`src/rtl/ifetch_queue.sv`:
```
// Instruction fetch stage: sequential PC+4 fetch through a one-outstanding icache request
// machine, with fetched {pc, inst} pairs buffered in a circular FIFO feeding dispatch.
module ifetch_queue #(
   parameter int QUEUE_SIZE_LOG = 4
) (
   input  logic        clk,
   input  logic        rst,
   input  logic        rdy,
   output logic        icache_req_valid,
   output logic [31:0] icache_req_addr,
   input  logic        icache_resp_valid,
   input  logic [31:0] icache_resp_inst,
   output logic        inst_valid,
   output logic [31:0] inst_out,
   output logic [31:0] inst_pc,
   input  logic        dispatch_ready,
   input  logic        flush,
   input  logic [31:0] flush_target
);

   localparam int DEPTH = 2 ** QUEUE_SIZE_LOG;
   localparam logic [QUEUE_SIZE_LOG:0]   CNT_FULL = (QUEUE_SIZE_LOG + 1)'(DEPTH);
   localparam logic [QUEUE_SIZE_LOG:0]   CNT_ONE  = (QUEUE_SIZE_LOG + 1)'(1);
   localparam logic [QUEUE_SIZE_LOG-1:0] PTR_ONE  = QUEUE_SIZE_LOG'(1);

   typedef enum logic [1:0] {
      ST_IDLE,
      ST_WAIT,
      ST_DROP
   } state_e;

   state_e                    state_q, state_d;
   logic [31:0]               pc_q, pc_d;
   logic [QUEUE_SIZE_LOG-1:0] head_q, head_d;
   logic [QUEUE_SIZE_LOG-1:0] tail_q, tail_d;
   logic [QUEUE_SIZE_LOG:0]   count_q, count_d;
   logic                      req_valid_q, req_valid_d;
   logic [31:0]               req_addr_q, req_addr_d;
   logic                      push, pop;

   logic [31:0] inst_mem_q [DEPTH];
   logic [31:0] pc_mem_q   [DEPTH];

   assign inst_valid       = (count_q != '0);
   assign inst_out         = inst_mem_q[head_q];
   assign inst_pc          = pc_mem_q[head_q];
   // The strobe register may still be set in the cycle rdy drops; gate it so no request escapes.
   assign icache_req_valid = req_valid_q & rdy;
   assign icache_req_addr  = req_addr_q;

   // NOTE: every always_comb output gets a default first so no path leaves it unassigned (no latch).
   always_comb begin
      state_d     = state_q;
      pc_d        = pc_q;
      head_d      = head_q;
      tail_d      = tail_q;
      count_d     = count_q;
      req_valid_d = 1'b0;
      req_addr_d  = req_addr_q;
      push        = 1'b0;
      pop         = 1'b0;

      if (rdy) begin
         if (flush) begin
            head_d  = '0;
            tail_d  = '0;
            count_d = '0;
            pc_d    = {flush_target[31:2], 2'b00};
            unique case (state_q)
               ST_IDLE: state_d = ST_IDLE;
               ST_WAIT: state_d = icache_resp_valid ? ST_IDLE : ST_DROP;
               ST_DROP: state_d = icache_resp_valid ? ST_IDLE : ST_DROP;
               default: state_d = ST_IDLE;
            endcase
         end else begin
            pop = inst_valid && dispatch_ready;
            unique case (state_q)
               ST_IDLE: begin
                  if (count_q < CNT_FULL) begin
                     req_valid_d = 1'b1;
                     req_addr_d  = pc_q;
                     state_d     = ST_WAIT;
                  end
               end
               ST_WAIT: begin
                  if (icache_resp_valid) begin
                     push    = 1'b1;
                     pc_d    = pc_q + 32'd4;
                     state_d = ST_IDLE;
                  end
               end
               ST_DROP: begin
                  if (icache_resp_valid) state_d = ST_IDLE;
               end
               default: state_d = ST_IDLE;
            endcase

            if (push) tail_d = tail_q + PTR_ONE;
            if (pop)  head_d = head_q + PTR_ONE;
            unique case ({push, pop})
               2'b10:   count_d = count_q + CNT_ONE;
               2'b01:   count_d = count_q - CNT_ONE;
               default: count_d = count_q;
            endcase
         end
      end
   end

   // NOTE: sequential state uses non-blocking assignments so all registers update from pre-edge values.
   always_ff @(posedge clk) begin
      if (rst) begin
         state_q     <= ST_IDLE;
         pc_q        <= '0;
         head_q      <= '0;
         tail_q      <= '0;
         count_q     <= '0;
         req_valid_q <= 1'b0;
         req_addr_q  <= '0;
      end else begin
         state_q     <= state_d;
         pc_q        <= pc_d;
         head_q      <= head_d;
         tail_q      <= tail_d;
         count_q     <= count_d;
         req_valid_q <= req_valid_d;
         req_addr_q  <= req_addr_d;
      end
   end

   // NOTE: FIFO storage is not reset; count gates validity, so stale entries are never observed.
   always_ff @(posedge clk) begin
      if (push) begin
         inst_mem_q[tail_q] <= icache_resp_inst;
         pc_mem_q[tail_q]   <= pc_q;
      end
   end

endmodule

```
`config.mk`:
```
export PLATFORM = sky130hd
export DESIGN_NAME = ifetch_queue
export DESIGN_NICKNAME = d
export VERILOG_FILES = /design/src/rtl/ifetch_queue.sv
export SDC_FILE = /design/constraint.sdc
export NUM_CORES = 1
export LEC_CHECK = 0
export CAP_MARGIN = 10
export CORE_ASPECT_RATIO = 0.8
export CORE_MARGIN = 2
export CORE_UTILIZATION = 60
export CTS_BUF_LIST = sky130_fd_sc_hd__clkbuf_8 sky130_fd_sc_hd__clkbuf_16
export DETAILED_ROUTE_END_ITERATION = 10
export PLACE_DENSITY = 0.8
export SLEW_MARGIN = 40
export SYNTH_ARGS = -nofsm -noshare
export SYNTH_HDL_FRONTEND = slang
export SYNTH_SLANG_ARGS = --single-unit
export TNS_END_PERCENT = 5
```
`constraint.sdc`:
```
create_clock -name clk -period 8 [get_ports clk]
set_input_delay 1.6 -clock clk [delete_from_list [all_inputs] [get_ports clk]]
set_output_delay 1.6 -clock clk [all_outputs]
set_load 0.02 [all_outputs]
```
==> summary.txt <==
Hold path
  • Hold Path Cell Cnt: 2
  • Kind of path behind the tightest hold check: flop to flop
  • Launch point of the worst hold path: icache_req_addr[5]$_SDFFE_PP0P_
  • Endpoint of the worst hold-timing path: icache_req_addr[5]$_SDFFE_PP0P_

Detailed routing
  • DRT iter0 DRCs: 2847
  • Highest metal layer with signal wires: met4
  • Aggregate routed wire length: 96320 µm
  • First-pass iteration count of the detailed router: 5
  • Remaining routing DRC violations: 0
  • Met3 wire len: 9605 µm
  • Detailed-route wire length on metal 1: 36300 µm
  • Sum of met2 wire segment lengths after detailed routing: 48580 µm
  • Routed wire per std cell: 31.29 µm
  • Total number of vias: 20500
  • ANT nets after route: 0
  • Post-detailed-route via-to-cell ratio: 6.660

Floorplanning
  • Die Wd: 296.7 µm
  • I/O pin total: 168
  • Die boundary height: 238.2 µm
  • Area enclosed by the die boundary: 70670 µm²
  • Effective utilization at floorplan: 60.90%
  • Number of core rows: 85
  • Core Area: 67530 µm²

Logic synthesis
  • Share of the synthesized area in the top cell type: 72.43%
  • Fraction of synthesis flops using an asynchronous set or reset pin: 0%
  • Synthesized area per cell: 21.81 µm²
  • Top_reg_cell synth: sky130_fd_sc_hd__edfxtp_1
  • Area of the mapped netlist: 41130 µm²
  • Main area contributors after synthesis: sky130_fd_sc_hd__edfxtp_1 (72%), sky130_fd_sc_hd__mux4_2 (17%), sky130_fd_sc_hd__dfxtp_1 (3.9%)
  • Register bit count reported by yosys: 1072
  • Cells after Synth: 1886
  • Warnings from Yosys: 0
  • Count of distinct cell types in the synthesized netlist: 63
  • Number of synthesized flops with an enable pin: 992
  • Commonest cells post-synth: sky130_fd_sc_hd__edfxtp_1 (992), sky130_fd_sc_hd__mux4_2 (310), sky130_fd_sc_hd__nand2_1 (87)
  • Cell taking the most area after synthesis: sky130_fd_sc_hd__edfxtp_1
  • Most used standard cell by instance count after synthesis: sky130_fd_sc_hd__edfxtp_1
  • Sequential cell area fraction in the yosys report: 76.32%

Setup path
  • Critical path data arrival time: 4.07 ns
  • Type of origin of the critical path: flop
  • Worst-path fanout max: 54
  • Register-to-Register Path Depth: 9
  • Required time of the critical path: 6.40 ns
  • Setup crit end kind: output pin
  • Worst R2R End: pc_mem_q[0][23]$_DFFE_PP_
  • Reg2Reg Launch Point: state_q[1]$_SDFFE_PP0P_
  • Reg2reg setup slack: 4.63 ns
  • Critical path start-end classification: flop to output pin

Clock network
  • Clock insertion delay at the later pin of the skew report: 0.66 ns
  • Post CTS Setup Buffer Count: 0
  • Post-CTS Resized: 0
  • Root buf cell: sky130_fd_sc_hd__clkbuf_16
  • Clock tree buffer depth: 3
  • CTS clock-pin slew for the worst setup and hold paths: 0.06 ns
  • TritonCTS clock tree: yes
  • H-tree levels: 3
  • Sink count of the clock tree: 1072
  • TritonCTS buffer count: 97
  • Hold-fix buffers, CTS: 0

Global route
  • Antenna violations before repair: 2
  • Global router's overall resource usage: 27.71%
  • Largest net degree at the start of global routing: 127
  • Wire length of the first global-routing pass: 141600 µm
  • Overflow left after global routing: 0
  • Vias in the first global route: 21070

Timing
  • Relative slew slack: 42.42%
  • Final critical delay including setup and external delays: 5.670 ns
  • Final cycle utilization of the critical path: 70.88%
  • Slew at the pin closest to its max-slew limit: 0.8625 ns
  • Worst setup skew after layout: 0.02190 ns
  • Accumulated negative setup slack: 0 ns
  • Total setup violations reported at the end of the flow: 0
  • Pins over their slew limit: 0
  • Fmax achieved: 176.4 MHz
  • RSZ-0062 raised after global routing: false
  • Number of hold-slack violations in the final timing report: 0

Finish
  • Area used by multi-input combinational logic: 9334 µm²
  • FF+latch area: 31420 µm²
  • Antenna diodes: 0
  • Post-Layout Inst Area: 47290 µm²
  • Layout net count: 2167
  • Share of layout cells above drive strength 1: 25.73%
  • Final Core Density: 70.02%
  • Area growth, synth to finish: 14.98%
  • Total of fill cells in the finished design: 3832
  • Non-Filler Instances: 3078

Placement
  • Placed standard-cell area: 44150 µm²
  • Final GP Congestion: 0.7876
  • Post-detailed-placement half-perimeter wirelength: 45950 µm
  • Placed insts: 2898
  • Port bufs: 161

Pwr
  • Pwr per Cell Area: 230.3 nW/µm²
  • Final Total Pwr: 10.89 mW
  • Peak supply drop: 0.1610 mV
  • P_leak: 14.45 nW

Flow run
  • # Max-Cap Violations: 0

Outcome
  • Run status: finished clean
## cells by family (layout without fill, tap and decap cells)
logic type	Yosys count	after routing	synth area share, %
DFF	1072	1072	76.32
muxes	314	314	17.08
and+or+nand+nor	204	204	2.409
AOI/OAI and AO/OA	152	152	2.355
buffers and inverters	123	399	1.311
adders and majority gates	10	10	0.3042
xor gates and xnor gates	10	10	0.2129
other	1	4	0.009118
## metrics by stage
stage	hold WS (ns)	setup WS, ns
after floorplan	0.4492	0.5178
after global placement	0.4471	2.527
after detailed placement	0.4510	2.412
after CTS	0.4631	2.282
after global routing	0.4814	2.081
final	0.4595	2.330
## cells in the final DEF (no fill, tap or decap), drive strengths merged, types with 5 or more instances in the layout
cell and n:
nand3 15, nor2 40, clkbuf 98, dfxtp 80
clkinv 44, mux4 310, nor4 6, and3 5
inv 35, a211oi 11, nand4 10, xor2 5
or3 6, buf 46, xnor2 5, nor3 18
bufinv 9, ha 10, o22ai 7, clkinvlp 8
o21ai 25, clkdlybuf4s50 159, nand2 87, edfxtp 992
a21oi 59, a22oi 15
## power breakdown
part           internal [mW]  switching (mW)
Combinational         0.0701           0.103
Clock                   2.50            2.03
Sequential              6.13          0.0577
Total                   8.70            2.19
## area by class of cell
cell class,count,area share [%]
well taps,913,2.416
repair buffers,206,4.813
clock buffers,97,5.133
inverters,16,0.1270
flip-flops and latches,1072,66.45
multi-input cells,694,19.74
clock inverters,80,1.326
## worst max path at each step
stage	endpoint	cells after the start
2_1_floorplan	inst_mem_q[1][0]$_DFFE_PP_	7
3_3_place_gp	inst_mem_q[0][8]$_DFFE_PP_	8
3_5_place_dp	inst_mem_q[0][19]$_DFFE_PP_	8
4_1_cts	inst_pc[16]	5
5_1_grt	inst_pc[27]	6
6_report	inst_pc[27]	6
## registers in the layout (all words and copies together), names as in the netlist, named ones only
register / cells
req_valid_q: 1
icache_req_addr: 30
count_q: 5
inst_mem_q: 512
head_q: 4
pc_mem_q: 480
state_q: 2
pc_q: 30
tail_q: 4
## per-layer routing
layer / vias up / track usage, %
li1: 8330 / -
met2: 1268 / 45.49
met1: 10760 / 39.45
met4: 0 / 6.707
met5: - / 0
met3: 141 / 5.153
## worst max-delay path, cell delays in order (launching register included)
cell	delay (ns)
sky130_fd_sc_hd__dfxtp_4	0.65
sky130_fd_sc_hd__buf_12	0.27
sky130_fd_sc_hd__buf_12	0.35
sky130_fd_sc_hd__buf_16	0.38
sky130_fd_sc_hd__mux4_2	0.60
sky130_fd_sc_hd__mux4_2	0.54
sky130_fd_sc_hd__clkdlybuf4s50_1	0.59
Power figures use the tool's default switching activity.
